`src/rtl/cep_define.sv`:
```
// Shared types and constants for the PMP checker.
// Latency: n/a (package).
// Backpressure: n/a (package).
package cep_define;

  // One pmpcfg byte: L[7], reserved[6:5], A[4:3], X[2], W[1], R[0].
  typedef struct packed {
    logic       l;
    logic [1:0] rsvd;
    logic [1:0] a;
    logic       x;
    logic       w;
    logic       r;
  } pmp_cfg_t;

  localparam logic [1:0] A_OFF   = 2'd0;
  localparam logic [1:0] A_TOR   = 2'd1;
  localparam logic [1:0] A_NA4   = 2'd2;
  localparam logic [1:0] A_NAPOT = 2'd3;

  localparam logic [1:0] REQ_READ  = 2'd0;
  localparam logic [1:0] REQ_WRITE = 2'd1;
  localparam logic [1:0] REQ_EXEC  = 2'd2;
  localparam logic [1:0] REQ_RSVD  = 2'd3;

  localparam logic [11:0] CSR_PMPCFG_BASE  = 12'h3A0;
  localparam logic [11:0] CSR_PMPADDR_BASE = 12'h3B0;
  localparam logic [11:0] CSR_FLOG_ADDR    = 12'h7C0;
  localparam logic [11:0] CSR_FLOG_FLAG    = 12'h7C1;

  typedef enum logic [1:0] {
    ST_IDLE,
    ST_SCAN,
    ST_DONE
  } pmp_state_e;

  // Reserved bits always store 0; W without R is not a legal combination.
  function automatic pmp_cfg_t cfg_legalize(input logic [7:0] b);
    pmp_cfg_t c;
    c      = pmp_cfg_t'(b);
    c.rsvd = 2'b00;
    if (c.w && !c.r) c.w = 1'b0;
    return c;
  endfunction

endpackage

```
`src/rtl/pmp_csr_file.sv`:
```
// PMP CSR storage: pmpcfg bytes, pmpaddr words, lock rules, read mux, optional fault log.
// Latency: writes visible next cycle; reads combinational.
// Backpressure: none, every CSR access completes in its cycle.
// Ports: clk_i/rst_i, csr_we_i/csr_addr_i/csr_wdata_i/csr_rdata_o, log_vld_i/log_addr_i
//        fault event from the checker, cfg_o/addr_o current entry registers.
// Macro PMP_FAULT_LOG_EN adds the fault-address register and sticky flag at 0x7C0/0x7C1.
module pmp_csr_file
  import cep_define::*;
#(
  parameter int NUM_ENTRIES = 16
) (
  input  logic                               clk_i,
  input  logic                               rst_i,
  input  logic                               csr_we_i,
  input  logic [11:0]                        csr_addr_i,
  input  logic [31:0]                        csr_wdata_i,
  output logic [31:0]                        csr_rdata_o,
  input  logic                               log_vld_i,
  input  logic [31:0]                        log_addr_i,
  output pmp_cfg_t [NUM_ENTRIES-1:0]         cfg_o,
  output logic     [NUM_ENTRIES-1:0][31:0]   addr_o
);

  pmp_cfg_t [NUM_ENTRIES-1:0]       cfg_q;
  logic     [NUM_ENTRIES-1:0][31:0] addr_q;
  // tor_lock[i]: entry i is locked TOR, which also freezes pmpaddr[i-1].
  logic     [NUM_ENTRIES:0]         tor_lock;

  always_comb begin
    tor_lock = '0;
    for (int i = 0; i < NUM_ENTRIES; i++) begin
      tor_lock[i] = cfg_q[i].l && (cfg_q[i].a == A_TOR);
    end
  end

  always_ff @(posedge clk_i) begin
    if (rst_i) begin
      cfg_q  <= '0;
      addr_q <= '0;
    end else if (csr_we_i) begin
      for (int i = 0; i < NUM_ENTRIES; i++) begin
        if ((csr_addr_i == CSR_PMPCFG_BASE + 12'(i >> 2)) && !cfg_q[i].l) begin
          cfg_q[i] <= cfg_legalize(csr_wdata_i[8*(i%4) +: 8]);
        end
        if ((csr_addr_i == CSR_PMPADDR_BASE + 12'(i)) && !cfg_q[i].l && !tor_lock[i+1]) begin
          addr_q[i] <= csr_wdata_i;
        end
      end
    end
  end

`ifdef PMP_FAULT_LOG_EN
  logic [31:0] flog_addr_q;
  logic        flog_flag_q;

  always_ff @(posedge clk_i) begin
    if (rst_i) begin
      flog_addr_q <= '0;
      flog_flag_q <= 1'b0;
    end else begin
      if (log_vld_i) begin
        flog_addr_q <= log_addr_i;
        flog_flag_q <= 1'b1;
      end else if (csr_we_i && (csr_addr_i == CSR_FLOG_FLAG)) begin
        flog_flag_q <= 1'b0;
      end
    end
  end
`else
  logic unused_log;
  assign unused_log = ^{log_vld_i, log_addr_i};
`endif

  always_comb begin
    csr_rdata_o = '0;
    for (int i = 0; i < NUM_ENTRIES; i++) begin
      if (csr_addr_i == CSR_PMPCFG_BASE + 12'(i >> 2)) begin
        csr_rdata_o[8*(i%4) +: 8] = cfg_q[i];
      end
      if (csr_addr_i == CSR_PMPADDR_BASE + 12'(i)) begin
        csr_rdata_o = addr_q[i];
      end
    end
`ifdef PMP_FAULT_LOG_EN
    if (csr_addr_i == CSR_FLOG_ADDR) csr_rdata_o = flog_addr_q;
    if (csr_addr_i == CSR_FLOG_FLAG) csr_rdata_o = {31'b0, flog_flag_q};
`else
    if ((csr_addr_i == CSR_FLOG_ADDR) || (csr_addr_i == CSR_FLOG_FLAG)) csr_rdata_o = '0;
`endif
  end

  assign cfg_o  = cfg_q;
  assign addr_o = addr_q;

endmodule

```
`config.mk`:
```
export PLATFORM = sky130hd
export DESIGN_NAME = pmp_csr_file
export DESIGN_NICKNAME = d
export VERILOG_FILES = /design/src/rtl/cep_define.sv /design/src/rtl/pmp_csr_file.sv
export SDC_FILE = /design/constraint.sdc
export NUM_CORES = 2
export LEC_CHECK = 0
export ABC_AREA = 1
export CORE_AREA = 2 2 290 292
export CTS_CLUSTER_SIZE = 14
export DETAILED_ROUTE_END_ITERATION = 8
export DIE_AREA = 0 0 292 294
export GPL_ROUTABILITY_DRIVEN = 0
export PLACE_DENSITY = 0.57
export SLEW_MARGIN = 20
export SYNTH_ARGS = -nofsm -noshare
export SYNTH_HDL_FRONTEND = slang
export SYNTH_SLANG_ARGS = --single-unit
```
`constraint.sdc`:
```
create_clock -name clk_i -period 2.3 [get_ports clk_i]
set_clock_uncertainty 0.2 [all_clocks]
set_input_delay 0.345 -clock clk_i [delete_from_list [all_inputs] [get_ports clk_i]]
set_output_delay 0.345 -clock clk_i [all_outputs]
set_load 0.02 [all_outputs]
```
Yosys cells after proc, flatten, opt, wreduce, memory -nomap -nowiden. Index checks and enable logic that the tools add are counted.

Register bits after elaboration: 608. Bits in latches: 0. Bits in writable memories: 0. Bits in read-only memories: 0. Bits of input ports: 80. Word-level logic and storage cells: 304. Memories kept: 0.

Add/subtract/negate cells: 0. Multiply operators: 0. Div/mod/pow operators: 0. Order comparisons: 0. Equal/unequal tests: 37. Shifts and indexed selects: 0. Muxes and demuxes: 37. Bitwise operators: 0. Reductions and logical operators: 134.

Operator list (number): $mux 32 (17); $eq 12x10->1 const B (20); $mux 8 (16); $logic_and 1x1->1 (66); $reduce_and 2->1 (32); $logic_not 1->1 (35); $eq 2x1->1 const B (15); $eq 12x11->1 const B (2); $mux 1 (4); $logic_or 1x1->1 (1).

Longest topological paths before layout.
Depth in word-level cells: 34. Mapped depth: 27.

Worst setup path before layout. OpenSTA, ideal clock, no wires.

Kind: input port to output port. Start point: input port csr_addr_i[11]. End point: output port csr_rdata_o[21]. Arrival: 2260 ps. Path slack: -505 ps. Stages: 18. Cells stage by stage: nor2_2 > nand2_4 > inv_2 > nand3_2 > nor2_4 > inv_2 > clkbuf_1 > o211ai_1 > o211ai_1 > nand2_1 > nand3_1 > nand2_1 > nand2_1 > nand2_1 > nand2_1 > nand2_1 > nand2_1 > a21oi_1.

Cells in the longest elaborated chain, start to end: 22. Elaborated cells on any way between the ends: 44. Those cells by class: eq/ne: 22; mux: 21; reduce/logical: 1.

Ends and longest elaborated chain: start, declared (RTL line pmp_csr_file.sv:15) `input logic [11:0] csr_addr_i,`; $eq 12x10->1 (RTL line pmp_csr_file.sv:80) `if (csr_addr_i == CSR_PMPADDR_BASE + 12'(i)) begin`; $mux 32 (2 in a row) (RTL line pmp_csr_file.sv:80); $mux 8 (RTL line pmp_csr_file.sv:77) `if (csr_addr_i == CSR_PMPCFG_BASE + 12'(i >> 2)) begin`; $mux 32 (4 in a row) (RTL line pmp_csr_file.sv:80); $mux 8 (RTL line pmp_csr_file.sv:77); $mux 32 (4 in a row) (RTL line pmp_csr_file.sv:80); $mux 8 (RTL line pmp_csr_file.sv:77); $mux 32 (4 in a row) (RTL line pmp_csr_file.sv:80); $mux 8 (RTL line pmp_csr_file.sv:77); $mux 32 (2 in a row) (RTL line pmp_csr_file.sv:80); $mux 32 (*) (RTL line pmp_csr_file.sv:88) `if ((csr_addr_i == CSR_FLOG_ADDR) || (csr_addr_i == CSR_FLOG_FLAG)) csr_rdata_o = '0;`; end, declared (RTL line pmp_csr_file.sv:17) `output logic [31:0] csr_rdata_o,`.

Mark *: on every way between the ends. The rest lies on a longest branch, timed or not.

Worst setup path in the final report.
Start point: input port csr_addr_i[6]. End point: output port csr_rdata_o[25].

Cells in the longest elaborated chain, start to end: 22. Elaborated cells on any way between the ends: 44. Those cells by class: eq/ne: 22; mux: 21; reduce/logical: 1.

Ends and longest elaborated chain (RTL line): $eq 12x10->1 (pmp_csr_file.sv:80); $mux 32 (3 in a row) (pmp_csr_file.sv:80); $mux 8 (pmp_csr_file.sv:77); $mux 32 (4 in a row) (pmp_csr_file.sv:80); $mux 8 (pmp_csr_file.sv:77); $mux 32 (4 in a row) (pmp_csr_file.sv:80); $mux 8 (pmp_csr_file.sv:77); $mux 32 (4 in a row) (pmp_csr_file.sv:80); $mux 8 (pmp_csr_file.sv:77); $mux 32 (pmp_csr_file.sv:80); $mux 32 (*) (pmp_csr_file.sv:88).

Marked as above.

==> impl_metrics.py <==
metrics = {
    "critical_path": {
        "path_cells": "buf_8, inv_12, nand2_8, nor2_4, buf_6, buf_6, nand2_4, nor2_4, inv_4, buf_4, o211ai_1, nor2_1, o211ai_1, nor2_2, nand3b_1, nand2_1, nand4_1, nand2_2, a21oi_4, buf_6",
        "crit_top_cell": "buf_6",
        "ff2ff_path_depth": 9,
        "cp_max_fo": 11,
        "critPathLaunchType": "input port",
        "path_class": "in2out",
        "arrival_ps": 3310,
        "endpoint": "csr_rdata_o[25]",
        "timing.rr.end": "addr_o[86]$_SDFFE_PP0P_",
        "cp-startpoint": "csr_addr_i[6]",
        "cp-end-kind": "output port",
        "r2r_slack_ps": 210,
        "reg2reg_from": "cfg_o[31]$_SDFFE_PP0P_",
        "crit_path_max_incr_delay_ps": 360,
        "crit_path_top_delay_cell": "o211ai_1",
        "crit_required_ps": 1750,
    },
    "floorplanning": {
        "core_area_um2": 82890,
        "start_util_pct": 32.32,
        "die_h_um": 294,
        "dieArea_um2": 85850,
        "pin_count": 752,
        "floorplan.rows": 106,
        "die_w_um": 292,
    },
    "clocking": {
        "clock_path_buffers": 3,
        "clk_pin_slew_worst_paths_ps": 60,
        "cts_buffers": 69,
        "cts_tree": "done",
        "clk_latency_ps": 640,
        "cts_sinks": 608,
        "root_buffer": "clkbuf_16",
        "htreeDepth": 3,
    },
    "pwr": {
        "seq_power_share_pct": 45.2,
        "power.share.combinational_pct": 5.8,
        "cellPowerDensity_nw_per_um2": 498.0,
        "p_int_mw": 17.41,
        "ir_worst_vdd_mv": 0.4095,
        "switching_share_pct": 25.26,
        "switchingPower_mw": 5.883,
        "clockPowerShare_pct": 48.9,
        "power.leakage_nw": 19.47,
    },
    "final_layout": {
        "drive_gt1_share_pct": 30.02,
        "layout.nets": 5257,
        "fillers": 7672,
        "syn2layout_area_growth_pct": 74.58,
        "stdcell_count": 6314,
    },
    "logic_synthesis": {
        "synth-seq-cells": 608,
        "synth_edf_count": 0,
        "muxShareOfSynthArea_pct": 0,
        "synthDistinctLibCells": 40,
        "ys_seq_area_share_pct": 45.44,
        "synth_fa_ha_area_share_pct": 0,
        "synth.cell_area_um2": 26790,
        "synth_top_family_by_area": "compound AO/OA/AOI/OAI gates",
        "ys_warn_count": 0,
        "synth_cells": 3699,
        "yosysMostFrequentCell": "a21oi_1",
        "yosysTopAreaCell": "dfxtp_1",
        "yosys.area_share.simple_pct": 11.01,
        "netlist.area_leader.share_pct": 45.44,
        "synthTopCellsByArea": "dfxtp_1 (45%), a21oi_1 (14%), o21ai_0 (13%), inv_1 (6.9%), nand2_1 (5.6%)",
        "post_synth.cell_area_avg_um2": 7.242,
        "synth_xor_xnor_area_share_pct": 0,
        "async_flop_share_pct": 0,
        "netlist_top_cells_count": "a21oi_1 (728), o21ai_0 (706), dfxtp_1 (608), inv_1 (495), nand2_1 (399)",
        "synth_compound_area_share_pct": 31.13,
        "ys.flop_type": "dfxtp_1",
    },
    "timing": {
        "post-route-period-util_pct": 167.6,
        "whs_ps": 134.3,
        "setup_viol": 107,
        "fin_ws_ps": -1555,
        "relSlewSlack_pct": 33.14,
        "report.final.slew_viol_count": 0,
        "fmax_mhz": 259.4,
        "rsz0062_at_grt": "yes",
        "layout_min_cycle_time_ps": 3855,
        "worst_pin_slew_ps": 1003,
        "finalHoldViolCount": 0,
    },
    "global_routing": {
        "grt_overflow_total": 0,
        "grt_pass1_wl_um": 232300,
        "antenna_found_initial": 11,
        "grt_max_degree": 92,
        "first_global_vias": 30960,
        "grt_use_total_pct": 37.88,
    },
    "run_status": {
        "status": "finished, violations left",
        "violations": "setup timing",
    },
    "route": {
        "viasPerCell": 5.508,
        "vias": 34780,
        "routedWlPerCell_um": 27.38,
        "dr.pass1.iters": 6,
        "drc_errors": 0,
        "drtIter0Drc": 4961,
        "ant_nets": 0,
        "wirelength_um": 172900,
    },
    "flow_run": {
        "cap_viol_max_count": 0,
    },
    "placed_design": {
        "io_buffers": 686,
        "dpl.cell_count": 6077,
        "post-dp-hpwl_um": 129100,
    },
    "worst_hold_path": {
        "hp-class": "in2reg",
        "hold_depth": 3,
    },
}
critical path: cells and delay by family:
family | cells | cell delay (ps)
compound gates | 3 | 840
buf+inv | 7 | 840
simple gates | 10 | 1250
per-stage QoR:
stage               utilization, %  cell area, um2  TNS [ps]  worst slack [ps]  power (mW)
floorplan                        -           27300     -7453            -308.0       11.24
global placement             49.86           41330   -593960             -2965       11.98
detailed placement           49.86           41330   -605980             -2970       11.98
CTS                          54.92           45530    -45190             -1505       23.16
global route                 56.40           46750    -54350             -1596       23.67
finish                       56.42           46760    -47340             -1555       23.29
layout by cell type, fill, tap and decap left out, types with 35 or more instances in the layout:
master | netlist | layout
buf_12 | 0 | 51
nand4_1 | 35 | 35
nor2_1 | 77 | 46
dfxtp_1 | 608 | 606
buf_4 | 37 | 862
o21ai_1 | 49 | 75
clkdlybuf4s50_1 | 0 | 523
nand2_1 | 399 | 289
inv_1 | 495 | 473
dlygate4sd2_1 | 0 | 111
buf_6 | 1 | 109
nand2_2 | 4 | 81
o21ai_0 | 706 | 653
clkbuf_16 | 0 | 74
a21oi_1 | 728 | 672
cell families (layout without fill, tap and decap cells):
logic type / count (synthesis) / count (layout)
AOI/OAI and AO/OA: 1603 / 1603
buffers and inverters: 837 / 2336
DFF: 608 / 608
and+or+nand+nor: 650 / 650
other: 1 / 37
power groups by stage:
stage                     combinational (mW)  clock [mW]  sequential, mW
final                                   1.36        11.4            10.5
after global routing                    1.36        11.8            10.5
after CTS                               1.27        11.4            10.5
after detailed placement                1.22           0            10.8
after global placement                  1.22           0            10.8
after floorplan                        0.472           0            10.8
registers in the layout, summed over array words and instances (netlist names):
signal	cells
addr_o	512
cfg_o	96
metal layers:
layer	GRT usage [%]	share of wire, %	vias to the layer above
met3	11.27	13	513
met4	22.98	7.2	8
met1	49.48	38	16350
met5	0	0.032	-
met2	54.74	41	2611
li1	-	-	15300
area by class of cell:
class                      count  area, um2  area share (%)
timing repair buffer        1684      15390           32.91
tap                         1080       1351           2.890
multi-input combinational   2285      13510           28.89
timing repair inverter         3      18.77         0.04013
clock buffer                  95       1976           4.225
sequential                   608      12170           26.03
inverter                     526       2051           4.385
antenna                        5      12.51         0.02676
clock inverter                28      279.0          0.5966
timing repair:
item | in CTS | in global routing
gates resized for setup | 696 | 250
setup endpoints to repair | 672 | 297
pin swaps | 218 | 213
buffers inserted | 70 | 36
hold buffers | 1 | 0
hold endpoints to repair | 19 | 0
cloned | 9 | 6
worst min path at each step:
stage	from	to	slack, ps
after global placement	addr_o[408]$_SDFFE_PP0P_	addr_o[408]$_SDFFE_PP0P_	250
final	csr_wdata_i[10]	addr_o[490]$_SDFFE_PP0P_	130
after detailed placement	addr_o[408]$_SDFFE_PP0P_	addr_o[408]$_SDFFE_PP0P_	250
after global routing	csr_wdata_i[10]	addr_o[490]$_SDFFE_PP0P_	160
after floorplan	csr_wdata_i[0]	cfg_o[96]$_SDFFE_PP0P_	300
after CTS	csr_wdata_i[10]	addr_o[490]$_SDFFE_PP0P_	130
No activity file was read; power rests on OpenSTA's default activity.
